File: src/rtl/shift_sequencer_pkg.sv
// Shared encodings for the shift sequencer: FSM states, opcodes, shifter
// commands and amount-mux selects.
package shift_sequencer_pkg;

  typedef enum logic [2:0] {
    S_IDLE  = 3'd0,
    S_LOAD  = 3'd1,
    S_SHIFT = 3'd2,
    S_WB    = 3'd3,
    S_ERR   = 3'd4
  } state_t;

  localparam logic [2:0] SH_SLL  = 3'b000;
  localparam logic [2:0] SH_SRL  = 3'b001;
  localparam logic [2:0] SH_SRA  = 3'b010;
  localparam logic [2:0] SH_SLLV = 3'b011;
  localparam logic [2:0] SH_SRAV = 3'b100;
  localparam logic [2:0] SH_LUI  = 3'b101;

  localparam logic [2:0] CMD_HOLD = 3'b000;
  localparam logic [2:0] CMD_LOAD = 3'b001;
  localparam logic [2:0] CMD_SLL  = 3'b010;
  localparam logic [2:0] CMD_SRL  = 3'b011;
  localparam logic [2:0] CMD_SRA  = 3'b100;

  localparam logic [1:0] AMT_REGB  = 2'b00;
  localparam logic [1:0] AMT_SHAMT = 2'b01;
  localparam logic [1:0] AMT_16    = 2'b10;

endpackage

File: src/rtl/shift_sequencer_if.sv
// Request/control bundle between the main control unit, the shift datapath
// and the shift sequencer.
interface shift_sequencer_if;
  logic       start;
  logic [2:0] op;
  logic [4:0] amt;
  logic       busy;
  logic       done;
  logic       err;
  logic [1:0] amt_sel;
  logic       src_sel;
  logic [2:0] shift_cmd;
  logic       res_wr;

  modport master (
    output start, op, amt,
    input  busy, done, err, amt_sel, src_sel, shift_cmd, res_wr
  );

  modport slave (
    input  start, op, amt,
    output busy, done, err, amt_sel, src_sel, shift_cmd, res_wr
  );
endinterface

File: src/rtl/shift_op_decode.sv
// Combinational opcode decode: amount-mux select, source select, shift
// direction command and illegal-opcode flag.
module shift_op_decode
  import shift_sequencer_pkg::*;
(
  input  logic [2:0] op,
  output logic [1:0] amt_sel,
  output logic       src_sel,
  output logic [2:0] shift_kind,
  output logic       illegal
);

  always_comb begin
    // NOTE: every output gets a default before the case so no path leaves it unassigned (no latch).
    amt_sel    = AMT_SHAMT;
    src_sel    = 1'b0;
    shift_kind = CMD_SLL;
    illegal    = 1'b0;
    case (op)
      SH_SLL:  shift_kind = CMD_SLL;
      SH_SRL:  shift_kind = CMD_SRL;
      SH_SRA:  shift_kind = CMD_SRA;
      SH_SLLV: begin
        amt_sel    = AMT_REGB;
        shift_kind = CMD_SLL;
      end
      SH_SRAV: begin
        amt_sel    = AMT_REGB;
        shift_kind = CMD_SRA;
      end
      SH_LUI: begin
        amt_sel    = AMT_16;
        src_sel    = 1'b1;
        shift_kind = CMD_SLL;
      end
      default: begin
        amt_sel = AMT_REGB;
        illegal = 1'b1;
      end
    endcase
  end

endmodule

File: src/rtl/shift_sequencer.sv
// Multicycle shift controller: IDLE -> LOAD -> SHIFT -> WB, with an ERR
// detour for illegal opcodes and an optional skip of SHIFT for zero amounts.
module shift_sequencer
  import shift_sequencer_pkg::*;
#(
  parameter logic [4:0] LUI_AMT   = 5'd16,
  parameter bit         SKIP_ZERO = 1'b1
) (
  input logic             clk,
  input logic             reset,
  shift_sequencer_if.slave bus
);

  state_t     state, state_nxt;
  logic [2:0] op_q;
  logic [2:0] dec_op;
  logic [1:0] dec_amt_sel;
  logic       dec_src_sel;
  logic [2:0] dec_kind;
  logic       dec_illegal;
  logic [4:0] eff_amt;

  // In IDLE the decoder looks at the incoming opcode to pick LOAD vs ERR;
  // IDLE outputs are constants, so only op_q ever reaches the shifter controls.
  assign dec_op = (state == S_IDLE) ? bus.op : op_q;

  shift_op_decode u_decode (
    .op         (dec_op),
    .amt_sel    (dec_amt_sel),
    .src_sel    (dec_src_sel),
    .shift_kind (dec_kind),
    .illegal    (dec_illegal)
  );

  // LUI shifts by the constant, so the mux output is irrelevant to the skip test.
  assign eff_amt = (op_q == SH_LUI) ? LUI_AMT : bus.amt;

  always_ff @(posedge clk or posedge reset) begin
    // NOTE: state registers use non-blocking assignments so all flops update together at the edge.
    if (reset) begin
      state <= S_IDLE;
      op_q  <= SH_SLL;
    end else begin
      state <= state_nxt;
      if (state == S_IDLE && bus.start) begin
        op_q <= bus.op;
      end
    end
  end

  always_comb begin
    state_nxt     = state;
    bus.busy      = 1'b0;
    bus.done      = 1'b0;
    bus.err       = 1'b0;
    bus.amt_sel   = AMT_REGB;
    bus.src_sel   = 1'b0;
    bus.shift_cmd = CMD_HOLD;
    bus.res_wr    = 1'b0;
    unique case (state)
      S_IDLE: begin
        if (bus.start) begin
          state_nxt = dec_illegal ? S_ERR : S_LOAD;
        end
      end
      S_LOAD: begin
        bus.busy      = 1'b1;
        bus.shift_cmd = CMD_LOAD;
        bus.amt_sel   = dec_amt_sel;
        bus.src_sel   = dec_src_sel;
        state_nxt     = (SKIP_ZERO && eff_amt == 5'd0) ? S_WB : S_SHIFT;
      end
      S_SHIFT: begin
        bus.busy      = 1'b1;
        bus.shift_cmd = dec_kind;
        bus.amt_sel   = dec_amt_sel;
        bus.src_sel   = dec_src_sel;
        state_nxt     = S_WB;
      end
      S_WB: begin
        bus.busy    = 1'b1;
        bus.done    = 1'b1;
        bus.res_wr  = 1'b1;
        bus.amt_sel = dec_amt_sel;
        bus.src_sel = dec_src_sel;
        state_nxt   = S_IDLE;
      end
      S_ERR: begin
        bus.err   = 1'b1;
        state_nxt = S_IDLE;
      end
      default: state_nxt = S_IDLE;
    endcase
  end

endmodule

File: src/flat_wrapper.sv
// flat-port wrapper written by rule: the top's interface ports become plain ports
module shift_sequencer_flat import shift_sequencer_pkg::*;
#(
  parameter logic [4:0] LUI_AMT   = 5'd16,
  parameter bit         SKIP_ZERO = 1'b1
)
  (clk, reset, bus_start, bus_op, bus_amt, bus_busy, bus_done, bus_err, bus_amt_sel, bus_src_sel, bus_shift_cmd, bus_res_wr);
  shift_sequencer_if bus_i ();
  input logic clk;
  input logic reset;
  input wire logic [$bits(bus_i.start)-1:0] bus_start;
  input wire logic [$bits(bus_i.op)-1:0] bus_op;
  input wire logic [$bits(bus_i.amt)-1:0] bus_amt;
  output wire logic [$bits(bus_i.busy)-1:0] bus_busy;
  output wire logic [$bits(bus_i.done)-1:0] bus_done;
  output wire logic [$bits(bus_i.err)-1:0] bus_err;
  output wire logic [$bits(bus_i.amt_sel)-1:0] bus_amt_sel;
  output wire logic [$bits(bus_i.src_sel)-1:0] bus_src_sel;
  output wire logic [$bits(bus_i.shift_cmd)-1:0] bus_shift_cmd;
  output wire logic [$bits(bus_i.res_wr)-1:0] bus_res_wr;
  assign bus_i.start = bus_start;
  assign bus_i.op = bus_op;
  assign bus_i.amt = bus_amt;
  assign bus_busy = bus_i.busy;
  assign bus_done = bus_i.done;
  assign bus_err = bus_i.err;
  assign bus_amt_sel = bus_i.amt_sel;
  assign bus_src_sel = bus_i.src_sel;
  assign bus_shift_cmd = bus_i.shift_cmd;
  assign bus_res_wr = bus_i.res_wr;
  shift_sequencer #(.LUI_AMT(LUI_AMT), .SKIP_ZERO(SKIP_ZERO)) u_core (.clk(clk), .reset(reset), .bus(bus_i));
endmodule
File: config.mk
export PLATFORM = sky130hd
export DESIGN_NAME = shift_sequencer_flat
export DESIGN_NICKNAME = d
export VERILOG_FILES = /design/src/rtl/shift_sequencer_pkg.sv /design/src/rtl/shift_sequencer_if.sv /design/src/rtl/shift_op_decode.sv /design/src/rtl/shift_sequencer.sv /design/src/flat_wrapper.sv
export SDC_FILE = /design/constraint.sdc
export NUM_CORES = 1
export LEC_CHECK = 0
export CAP_MARGIN = 10
export CORE_UTILIZATION = 35
export DETAILED_ROUTE_END_ITERATION = 10
export PLACE_DENSITY = 0.73
export SKIP_LAST_GASP = 1
export SLEW_MARGIN = 20
export SYNTH_ARGS = -nofsm -noshare
export SYNTH_HDL_FRONTEND = slang
export SYNTH_HIERARCHICAL = 1
export SYNTH_SLANG_ARGS = --single-unit
File: constraint.sdc
create_clock -name clk -period 1.85 [get_ports clk]
set_input_delay 0.37 -clock clk [delete_from_list [all_inputs] [get_ports clk]]
set_output_delay 0.37 -clock clk [all_outputs]
set_load 0.02 [all_outputs]
==> impl_metrics.csv <==
group,metric,value,unit
run_status,outcome,"finished with violations",
run_status,violations,"negative setup slack",
power,power_density,1950,nW/um^2
setup_path,critPathMaxFanout,5,
setup_path,crit_buf_inv,1,
power,p_total,1.64,mW
place,dpl.hpwl,827,um
route,dr.pass1.iters,4,
logic_synthesis,ys_seq_area_share,31.7,%
timing,hold_ws,326,ps
power,p_leak,0.412,nW
power,p_sw_share,39.5,%
setup_path,required,1480,ps
place,gp_congestion,0.697,
power,power_frac_seq,14.7,%
route,first_iter_violations,10,
timing,finalHoldViolations,0,
floorplanning,core_area,1190,sq um
setup_path,start_kind,"flip-flop",
logic_synthesis,synth_cell_types,24,
floorplanning,start_util,40.0,%
logic_synthesis,synthesis.area,474,sq um
clock_tree,clk_pin_slew_worst_paths,60,ps
logic_synthesis,syn-num-nets,59,
cells_and_area,area_delta_synth_final,77.6,%
global_route,grt_usage,17.3,%
global_route,antenna_found_initial,0,
cells_and_area,fin_util,71.0,%
power,clkPwrFrac,8.6,%
setup_path,crit_family,"simple AND/OR/NAND/NOR gates",
floorplanning,ios,21,
route,num_vias,466,
clock_tree,clock-root-buffer,"clkbuf_4",
clock_tree,cts_setup_buffers,0,
timing,timing.final.crit_share,128,%
cells_and_area,drive_above_1_share,56.6,%
power,power_switching,0.649,mW
route,drc,0,
clock_tree,cts_tree,"built",
clock_tree,htreeDepth,1,
timing,finalCriticalPeriod,2370,ps
logic_synthesis,ys_seq_elements,6,
route,routed_wirelength,1100,um
global_route,overflow,0,
clock_tree,numCtsBuffers,3,
power,p_comb_share,76.7,%
logic_synthesis,synth_area_per_cell,9.88,sq um
place,place_inst,93,
timing,fin_skew,10.8,ps
cells_and_area,multi_input_area,350,sq um
timing,tightest_slew,330,ps
timing,drv_slew,0,
global_route,grt_pass1_vias,405,
timing,rsz0062_at_grt,"true",
cells_and_area,fillers,87,
timing,max_freq,0.422,GHz
timing,slew_headroom,77.9,%
clock_tree,clkSinkCount,6,
place,port_buffers,20,
cells_and_area,stdcell_count,97,
setup_path,cp_data_arrival_time,2000,ps
floorplanning,dieWidth,38.8,um
cells_and_area,seqCellArea,151,sq um
clock_tree,holdBufCountCts,0,
global_route,grt_max_degree,9,
floorplanning,die_y,38.8,um
cells_and_area,nets,95,
clock_tree,cts_buffer_depth,2,
route,avgRoutedWirePerCell,11.4,um
timing,setup-violations-final,7,
floorplanning,dieArea,1510,sq um
route,viasPerCell,4.80,
flow_run,drv_cap,0,
global_route,grt_first_pass_wirelength,1680,um
power,internal_power,0.994,mW
setup_path,max_stage_delay,400,ps
logic_synthesis,yosysWarnings,6,
power,peakVddDrop,0.942,mV
setup_path,crit_slowest_cell,"dfrtp_1",
timing,worst_slack,-517,ps
setup_path,worstPathCellList,"nor3_4, mux2_4, xor2_1, and2b_2, and3_4, buf_6",
cells_and_area,diodes,0,
logic_synthesis,synthCells,48,
route,antenna_left,0,
min_path,min_path_type,"input pin to asynchronous set/reset pin",
setup_path,crit_type,"flip-flop to primary output",
floorplanning,core.rowCount,12,
clock_tree,clkLatencyLatePin,260,ps
setup_path,crit_path_end_kind,"primary output",
layer usage:
metal	global-route usage, %	wire, um
met1	20.4	521
met2	25.8	522
met3	6.94	46
met4	10.3	11
met5	0	0
cells in the final DEF, fill, tap and decap left out, types with 2 or more instances in the layout:
cell type | Yosys | routed
buf_6 | 1 | 6
and2_2 | 2 | 2
clkdlybuf4s50_1 | 0 | 10
and2_4 | 0 | 2
and3b_2 | 2 | 2
and3_2 | 1 | 2
clkbuf_4 | 0 | 3
nand2_1 | 2 | 2
clkbuf_2 | 0 | 2
nor2_1 | 5 | 5
nand2b_1 | 4 | 4
mux2_4 | 3 | 6
dlygate4sd2_1 | 0 | 2
buf_4 | 1 | 13
dfrtp_1 | 6 | 5
layout make-up:
cell class / count / area share, %
inverters: 1 / 0.446
repair buffers: 33 / 34.8
clock buffers: 4 / 3.12
multi-input cells: 39 / 41.6
flip-flops and latches: 6 / 18.0
well taps: 14 / 2.08
metrics by stage:
stage / TNS (ps) / setup slack [ps] / instance area, sq um
6_report: -2810 / -517 / 842
5_1_grt: -3250 / -579 / 842
4_1_cts: -2950 / -534 / 842
3_5_place_dp: -3960 / -697 / 798
3_3_place_gp: -3950 / -692 / 798
2_1_floorplan: -580 / -170 / 502
repair_timing:
item / CTS / global route
pin swaps: 3 / 2
resized for setup: 44 / 6
setup endpoints to repair: 11 / 9
path summary, 6_finish.rpt:
path | cells past startpoint | slack [ps] | startpoint | endpoint
setup / recovery | 6 | -520 | u_core/state[2]$_DFFE_PP0P_ | bus_shift_cmd[2]
setup reg to reg | 6 | -40 | u_core/state[2]$_DFFE_PP0P_ | u_core/state[0]$_DFFE_PP0P_
hold / removal | 2 | 330 | reset | u_core/state[0]$_DFFE_PP0P_
min in group clk | 2 | 620 | u_core/op_q[2]$_DFFE_PP0P_ | u_core/op_q[2]$_DFFE_PP0P_
max in group asynchronous | 2 | 1320 | reset | u_core/state[1]$_DFFE_PP0P_
hold reg to reg | 2 | 620 | u_core/op_q[2]$_DFFE_PP0P_ | u_core/op_q[2]$_DFFE_PP0P_
power groups by stage:
stage / sequential [mW] / combinational, mW / clock, mW
after floorplan: 0.261 / 0.688 / 0
after global placement: 0.240 / 1.19 / 0
after detailed placement: 0.244 / 1.20 / 0
after CTS: 0.242 / 1.25 / 0.149
after global routing: 0.247 / 1.34 / 0.157
final: 0.241 / 1.26 / 0.142
Yosys cell counts:
master / count / area share, %
and3b_2: 2 / 4.2
nand3b_1: 1 / 1.6
and2_1: 3 / 4.0
nor3b_1: 1 / 1.6
buf_6: 1 / 2.4
buf_4: 1 / 1.6
and2_2: 2 / 3.2
nand2_1: 2 / 1.6
o211ai_1: 1 / 1.6
inv_1: 1 / 0.79
dfrtp_1: 6 / 32
a221oi_1: 1 / 1.8
nor4_1: 1 / 1.3
and2b_2: 1 / 1.8
nor2_1: 5 / 4.0
a21oi_1: 3 / 3.2
nand2_4: 1 / 2.4
and3_1: 2 / 2.6
xor2_1: 1 / 1.8
and3_2: 1 / 1.6
mux2_2: 3 / 7.1
nand2b_1: 4 / 5.3
mux2_4: 3 / 9.5
nor3_4: 1 / 3.4
cells by family (layout without fill, tap and decap cells):
kind of cell,count (synthesis),after routing,share of synthesized area [%]
AOI/OAI and AO/OA,5,5,6.60
xor gates and xnor gates,1,1,1.85
DFF,6,6,31.7
and+or+nand+nor,27,27,38.5
muxes,6,6,16.6
buffers and inverters,3,38,4.75
state kept, by name, indices dropped and copies added (netlist names):
| signal | flops |
|---|---|
| u_core/op_q | 3 |
| u_core/state | 3 |
Power figures use the tool's default switching activity.
